===== src/rtl/uart_pkg.sv =====
// Shared UART definitions: line-state enum and width helpers.
package uart_pkg;

    typedef enum logic [1:0] {
        IDLE  = 2'd0,
        START = 2'd1,
        DATA  = 2'd2,
        STOP  = 2'd3
    } uart_state_e;

    // Counter width for a modulus, never narrower than one bit
    function automatic int unsigned clog2_min1(input int unsigned v);
        return (v > 1) ? $clog2(v) : 1;
    endfunction

endpackage


===== src/rtl/uart_baud_cnt.sv =====
// Bit-period counter: strobes pulse_done_o in the last cycle of each serial bit.
module uart_baud_cnt
    import uart_pkg::*;
#(
    parameter int unsigned CLOCKS_PER_PULSE = 4
) (
    input  logic clk,
    input  logic rstn,
    input  logic en_i,
    output logic pulse_done_o
);

    localparam int unsigned CNT_W = clog2_min1(CLOCKS_PER_PULSE);
    localparam logic [CNT_W-1:0] CNT_LAST   = CNT_W'(CLOCKS_PER_PULSE - 1);
    localparam logic [CNT_W-1:0] CNT_BEFORE = CNT_W'(CLOCKS_PER_PULSE - 2);

    logic [CNT_W-1:0] cnt_q, cnt_d;
    logic             pulse_q, pulse_d;

    // Count while enabled, wrap at the last cycle of a bit; strobe is
    // registered so it is raised one cycle ahead of the wrap.
    always_comb begin
        cnt_d   = cnt_q;
        pulse_d = 1'b0;
        if (!en_i || cnt_q == CNT_LAST) begin
            cnt_d = '0;
        end else begin
            cnt_d = cnt_q + CNT_W'(1);
        end
        pulse_d = en_i && (cnt_q == CNT_BEFORE);
    end

    // Counter and strobe registers
    always_ff @(posedge clk or negedge rstn) begin
        if (!rstn) begin
            cnt_q   <= '0;
            pulse_q <= 1'b0;
        end else begin
            cnt_q   <= cnt_d;
            pulse_q <= pulse_d;
        end
    end

    assign pulse_done_o = pulse_q;

endmodule


===== src/rtl/uart_tx.sv =====
// UART transmitter: sends each parallel transaction as NUM_WORDS back-to-back 8N1-style frames.
module uart_tx
    import uart_pkg::*;
#(
    parameter int unsigned CLOCKS_PER_PULSE = 4,
    parameter int unsigned W_in             = 16,
    parameter int unsigned BITS_PER_WORD    = 8
) (
    input  logic                                          clk,
    input  logic                                          rstn,
    input  logic                                          s_valid,
    output logic                                          s_ready,
    input  logic [W_in/BITS_PER_WORD-1:0][BITS_PER_WORD-1:0] s_data,
    output logic                                          tx
);

    localparam int unsigned NUM_WORDS = W_in / BITS_PER_WORD;
    localparam int unsigned BIT_W     = clog2_min1(BITS_PER_WORD);
    localparam int unsigned WORD_W    = clog2_min1(NUM_WORDS);

    localparam logic [BIT_W-1:0]  BIT_LAST  = BIT_W'(BITS_PER_WORD - 1);
    localparam logic [WORD_W-1:0] WORD_LAST = WORD_W'(NUM_WORDS - 1);

    typedef logic [NUM_WORDS-1:0][BITS_PER_WORD-1:0] data_t;

    uart_state_e               state_q, state_d;
    data_t                     data_q, data_d;
    logic [BIT_W-1:0]          bit_cnt_q, bit_cnt_d;
    logic [WORD_W-1:0]         word_cnt_q, word_cnt_d;
    logic                      tx_q, tx_d;
    logic                      s_ready_q, s_ready_d;
    logic                      pulse_done;
    logic [BITS_PER_WORD-1:0]  cur_word;
    logic [BIT_W-1:0]          next_bit;

    uart_baud_cnt #(
        .CLOCKS_PER_PULSE(CLOCKS_PER_PULSE)
    ) u_baud_cnt (
        .clk         (clk),
        .rstn        (rstn),
        .en_i        (state_q != IDLE),
        .pulse_done_o(pulse_done)
    );

    assign cur_word = data_q[word_cnt_q];
    assign next_bit = bit_cnt_q + BIT_W'(1);

    // Next state; tx is computed for the state being entered so it is registered
    always_comb begin
        state_d    = state_q;
        data_d     = data_q;
        bit_cnt_d  = bit_cnt_q;
        word_cnt_d = word_cnt_q;
        tx_d       = tx_q;
        s_ready_d  = s_ready_q;

        case (state_q)
            IDLE: begin
                tx_d = 1'b1;
                if (s_valid) begin
                    state_d    = START;
                    data_d     = s_data;
                    bit_cnt_d  = '0;
                    word_cnt_d = '0;
                    tx_d       = 1'b0;
                end
            end
            START: begin
                if (pulse_done) begin
                    state_d = DATA;
                    tx_d    = cur_word[bit_cnt_q];
                end
            end
            DATA: begin
                if (pulse_done) begin
                    if (bit_cnt_q == BIT_LAST) begin
                        state_d = STOP;
                        tx_d    = 1'b1;
                    end else begin
                        bit_cnt_d = next_bit;
                        tx_d      = cur_word[next_bit];
                    end
                end
            end
            STOP: begin
                if (pulse_done) begin
                    if (word_cnt_q == WORD_LAST) begin
                        state_d = IDLE;
                        tx_d    = 1'b1;
                    end else begin
                        state_d    = START;
                        word_cnt_d = word_cnt_q + WORD_W'(1);
                        bit_cnt_d  = '0;
                        tx_d       = 1'b0;
                    end
                end
            end
            default: begin
                state_d = IDLE;
                tx_d    = 1'b1;
            end
        endcase

        s_ready_d = (state_d == IDLE);
    end

    // State, data and output registers
    always_ff @(posedge clk or negedge rstn) begin
        if (!rstn) begin
            state_q    <= IDLE;
            data_q     <= '0;
            bit_cnt_q  <= '0;
            word_cnt_q <= '0;
            tx_q       <= 1'b1;
            s_ready_q  <= 1'b1;
        end else begin
            state_q    <= state_d;
            data_q     <= data_d;
            bit_cnt_q  <= bit_cnt_d;
            word_cnt_q <= word_cnt_d;
            tx_q       <= tx_d;
            s_ready_q  <= s_ready_d;
        end
    end

    assign tx      = tx_q;
    assign s_ready = s_ready_q;

endmodule


===== config.mk =====
export PLATFORM = sky130hd
export DESIGN_NAME = uart_tx
export DESIGN_NICKNAME = d
export VERILOG_FILES = /design/src/rtl/uart_pkg.sv /design/src/rtl/uart_baud_cnt.sv /design/src/rtl/uart_tx.sv
export SDC_FILE = /design/constraint.sdc
export NUM_CORES = 1
export LEC_CHECK = 0
export BUFFER_PORTS_ARGS = -buffer_cell sky130_fd_sc_hd__buf_2
export CAP_MARGIN = 40
export CELL_PAD_IN_SITES_DETAIL_PLACEMENT = 1
export CELL_PAD_IN_SITES_GLOBAL_PLACEMENT = 1
export CORE_MARGIN = 2
export CORE_UTILIZATION = 49
export CTS_CLUSTER_SIZE = 20
export DETAILED_ROUTE_END_ITERATION = 7
export PLACE_DENSITY = 0.8
export SYNTH_ARGS = -nofsm -noshare
export SYNTH_HDL_FRONTEND = slang
export SYNTH_SLANG_ARGS = --single-unit
export TNS_END_PERCENT = 30

===== constraint.sdc =====
create_clock -name clk -period 3.6 [get_ports clk]
set_input_delay 0.54 -clock clk [delete_from_list [all_inputs] [get_ports clk]]
set_output_delay 0.54 -clock clk [all_outputs]
set_load 0.05 [all_outputs]

==> results of run 1 <==
[synthesized netlist by cell type (4+ instances only)]
master | instances | area, um2
mux4_2 | 4 | 90.1
inv_1 | 7 | 26.3
ha_1 | 9 | 113
mux2_2 | 20 | 225
mux2i_1 | 5 | 50.1
nand2_1 | 4 | 15.0
a21oi_1 | 5 | 25.0
nand2b_1 | 4 | 25.0
nor2b_1 | 6 | 37.5
dfrtp_1 | 25 | 626
[state kept, by name (all words and copies together) (netlist names)]
register	flops
word_cnt_q	1
u_baud_cnt.cnt_q	2
u_baud_cnt.pulse_done_o	1
state_q	2
bit_cnt_q	3
s_ready	1
data_q	16
tx	1
[metal layers]
layer,track usage,vias up
met2,0.340,20
li1,-,497
met4,0.0286,0
met3,0.0390,2
met1,0.256,528
met5,0,-
[path summary, 6_finish.rpt]
check                                         startpoint                            end  slack (ns)  depth (start not counted)
hold / removal                                      rstn       bit_cnt_q[1]$_DFFE_PN0P_        0.18                          1
hold reg to reg            u_baud_cnt.cnt_q[0]$_DFF_PN0_  u_baud_cnt.cnt_q[0]$_DFF_PN0_        0.49                          1
max in group asynchronous                           rstn          data_q[1]$_DFFE_PN0P_        3.00                          1
setup / recovery                  word_cnt_q$_DFFE_PN0P_                 tx$_DFFE_PN1P_        1.54                          4
min in group clk                               s_data[3]          data_q[3]$_DFFE_PN0P_        0.41                          2
setup reg to reg                  word_cnt_q$_DFFE_PN0P_                 tx$_DFFE_PN1P_        1.54                          4
[cell type report]
cell class,instances,area share
Multi-Input combinational cell,86,0.477
Sequential cell,27,0.399
Timing Repair Buffer,20,0.0589
Tap cell,44,0.0324
Inverter,7,0.0155
Clock buffer,3,0.0132
Clock inverter,1,0.00442
[power groups by stage]
stage	Sequential [uW]	Clock (uW)	Combinational, uW
CTS	304	141	16.4
finish	304	138	15.7
global placement	309	0	15.5
global route	304	158	17.8
detailed placement	309	0	16.4
floorplan	309	0	0.374
[cell families after synthesis]
logic type,count (synthesis)
simple gates,25
compound gates,21
fa+ha+maj,9
mux,31
flops,27
buf+inv,13
[per-stage QoR]
| step | hold slack, ns | worst slack (ns) |
|---|---|---|
| 2_1_floorplan | 0.244 | 1.82 |
| 3_3_place_gp | 0.449 | 1.63 |
| 3_5_place_dp | 0.482 | 1.58 |
| 4_1_cts | 0.198 | 1.55 |
| 5_1_grt | 0.200 | 1.42 |
| 6_report | 0.184 | 1.54 |
==> results.cfg, run 1 <==
[run_status]
status = finished clean

[clocking]
postCtsHoldBufs = 0
clkLatencyLatePin_ns = 0.34
cts_tree = done
clk_pin_slew_worst_paths_ns = 0.16
cts_resized = 0
cts_buffers = 3
clock_path_buffers = 2
htreeDepth = 1
clock-root-buffer = clkbuf_4
cts.sinks = 27
post-cts-setup-buffers = 0

[logic_synthesis]
ys_ff_latch = 27
synth_top_family_by_area = multiplexers
synth-xor-area-share = 0
synth-edff-count = 0
async_flop_share = 1.00
synth-simple-area-share = 0.0853
synth.distinct_cells = 31
synthAdderAreaFrac = 0.0725
synth_ff_type = dfrtp_1
synth_compound_area_frac = 0.0950
syn-num-nets = 154
synth_cells = 126
synth_warnings = 0
syn_area_um2 = 1550
synthMuxAreaShare = 0.269
avgSynthCellArea_um2 = 12.3
synth-seq-area-share = 0.436

[global_routing]
grt_antenna_before_repair = 0
grt-ovfl-total = 0
grt_pass1_vias = 1131
grt_max_degree = 28
grt_usage = 0.195
grt_first_pass_wirelength_um = 5210

[route]
top_layer_used = met4
vias = 1047
ant_nets = 0
drt_iter0_markers = 51
wl_per_cell_um = 16.2
wl_met3_um = 107
dr_wl_met2_um = 1530
via_per_inst = 5.57
first_pass_iters = 4
wirelength_um = 3050
drc_errors = 0
wl_met1_um = 1390

[finish]
mostFrequentLayoutCells = dfrtp_1, mux2_2, buf_2
n_antenna_cell = 0
final_common_cell = dfrtp_1
utilization = 0.562
synthToLayoutAreaGrowth_pct = 9.42
multiInputGateArea_um2 = 811
nets = 173
final_area_um2 = 1700
drive_above_1_share = 0.354
seq_area_um2 = 678
n_fill_cell = 332
finalNonFillerCells = 188

[floorplan]
die_w_um = 60.3
start_util = 0.513
core_area_um2 = 3030
ioPinCount = 21
dieHeight_um = 60.3
die-area_um2 = 3640
row_count = 20

[sta]
skew_ns = 0.0202
hold_viol_final = 0
tightest_slew_ns = 0.693
rsz0062_at_grt = no
min_period_ns = 2.06
drv_slew = 0
fin_crit_sh = 0.571
setup_viol = 0
fmax_ghz = 0.486
finalSetupTns_ns = 0
slew_headroom = 0.537

[worst_hold_path]
min_path_type = in2async

[power]
power_uw = 457
switching_share = 0.228
p_int_uw = 353
power_switching_uw = 104
pwr-share-comb = 0.034
leakagePower_uw = 0.000858
p_seq_frac = 0.664
power_density_nw_per_um2 = 269
irDropWorstVdd_v = 0.000221
p_clk_frac = 0.302

[placement]
placed_area_um2 = 1670
dp_hpwl_um = 2380
io_buffers = 20
gp_congestion = 0.818
place_inst = 184

[worst_setup_path]
max_stage_delay_ns = 0.81
crit_buf_inv = 0
cp_max_fo = 14
start_kind = register
cp-end-kind = register
arrival_ns = 2.34
crit_required_ns = 3.89
crit_family = multiplexers
path_cells = mux4_1 -> mux2_2 -> o221ai_2 -> a31oi_1
critPathSlowestCell = dfrtp_1
critPathKind = reg2reg

[flow_run]
maxCapViolations = 0
(Power assumes the default switching activity.)
==> inputs of run 2 (changes only) <==
- CORE_UTILIZATION: 49 -> 41
- PLACE_DENSITY: 0.8 -> 0.71
- clock period: 3.6 -> 1.8 ns (I/O delays scaled with it)
==> results.cfg, run 2 (same netlist as run 1, synthesis figures left out) <==
[run_status]
status = finished clean

[finish]
n_antenna_cell = 0
utilization = 0.490
top_register = data_q
nets = 179
synthToLayoutAreaGrowth_pct = 15.5
final_common_cell = dfrtp_1
reg_top3 = data_q (16), bit_cnt_q (3)
largest_reg_flops = 16
mostFrequentLayoutCells = dfrtp_1, mux2_2, buf_2
n_fill_cell = 393
drive_above_1_share = 0.387

[sta]
fin_crit_sh = 0.946
setup_viol = 0
drv_slew = 0
rsz0062_at_grt = yes
slew_headroom = 0.587
fmax_ghz = 0.587
hold_viol_final = 0
setup_ws_ns = 0.0964
tightest_slew_ns = 0.620
min_period_ns = 1.70
skew_ns = 0.00466

[floorplan]
dieHeight_um = 65.6
core_area_um2 = 3660
die_w_um = 65.6
ioPinCount = 21
row_count = 22
die-area_um2 = 4300
start_util = 0.424

[global_routing]
grt_first_pass_wirelength_um = 5640
grt-ovfl-total = 0
grt_max_degree = 28
grt_usage = 0.177
grt_antenna_before_repair = 0
grt_pass1_vias = 1197

[worst_setup_path]
cp_max_fo = 7
critPathSlowestCell = mux4_2
r2r_slack_ns = 0.1
crit_buf_inv = 1
crit_required_ns = 2.00
max_stage_delay_ns = 0.49
cp-end-kind = register
critPathKind = reg2reg
start_kind = register
arrival_ns = 1.90
crit_family = multiplexers
path_cells = buf_4 -> mux4_2 -> nor2b_1 -> o221ai_2 -> a31oi_1

[clocking]
clock-root-buffer = clkbuf_8
clkLatencyLatePin_ns = 0.27
cts.sinks = 27
cts_buffers = 3
htreeDepth = 1
clock_path_buffers = 2
cts_tree = done
postCtsHoldBufs = 0
clk_pin_slew_worst_paths_ns = 0.09

[route]
wl_per_cell_um = 16.6
wirelength_um = 3290
drc_errors = 0
ant_nets = 0
first_pass_iters = 4
via_per_inst = 5.45
drt_iter0_markers = 61
vias = 1080

[flow_run]
maxCapViolations = 0

[placement]
pre_cts_ws_ns = -0.0403
io_buffers = 20
dp_hpwl_um = 2540
gp_congestion = 0.904

[power]
power_density_nw_per_um2 = 542
leakagePower_uw = 0.000901
irDropWorstVdd_v = 0.000399

[worst_hold_path]
min_path_type = in2async
==> run 2: worst paths after layout <==
kind,end,start,cells after the start
worst min-delay path,u_baud_cnt.pulse_done_o$_DFF_PN0_,rstn,1
min in group clk,data_q[15]$_DFFE_PN0P_,s_data[15],2
max in group asynchronous,word_cnt_q$_DFFE_PN0P_,rstn,1
worst max register to register,tx$_DFFE_PN1P_,word_cnt_q$_DFFE_PN0P_,5
worst max-delay path,tx$_DFFE_PN1P_,word_cnt_q$_DFFE_PN0P_,5
worst min register to register,u_baud_cnt.cnt_q[0]$_DFF_PN0_,u_baud_cnt.cnt_q[0]$_DFF_PN0_,1
==> run 2: cell type report <==
type                            count  area [um2]  area share
Clock buffer                        4        45.0      0.0251
Timing Repair Buffer               26         158      0.0878
Sequential cell                    27         678       0.378
Multi-Input combinational cell     86         828       0.461
Tap cell                           48        60.1      0.0334
Inverter                            7        26.3      0.0146
==> run 2: through the flow <==
stage / TNS [ns] / cells / power, uW / hold slack, ns / instance area (um2)
finish: 0 / 198 / 972 / 0.00738 / 1800
global route: -0.0233 / 198 / 1030 / 0.0365 / 1800
CTS: 0 / 198 / 995 / 0.0260 / 1780
detailed placement: -0.0460 / 194 / 651 / 0.323 / 1730
global placement: 0 / 194 / 649 / 0.309 / 1730
floorplan: 0 / 126 / 619 / -0.0256 / 1550
==> run 2: report_power, final <==
part / internal (uW) / leakage, uW / switching [uW]
Clock: 158 / 0.0000228 / 177
Combinational: 14.1 / 0.000538 / 17.2
Sequential: 606 / 0.000340 / 0
==> run 2: what timing repair did <==
item,CTS,global route
resized for setup,1,2
setup endpoints to repair,2,5
setup buffers,0,0
==> run 2: layer usage <==
layer | GRT usage | part of all wire | vias to the layer above
li1 | - | - | 513
met1 | 0.200 | 0.42 | 545
met2 | 0.337 | 0.55 | 17
met3 | 0.0223 | 0.022 | 5
met4 | 0.0651 | 0.012 | 0
met5 | 0 | 0 | -
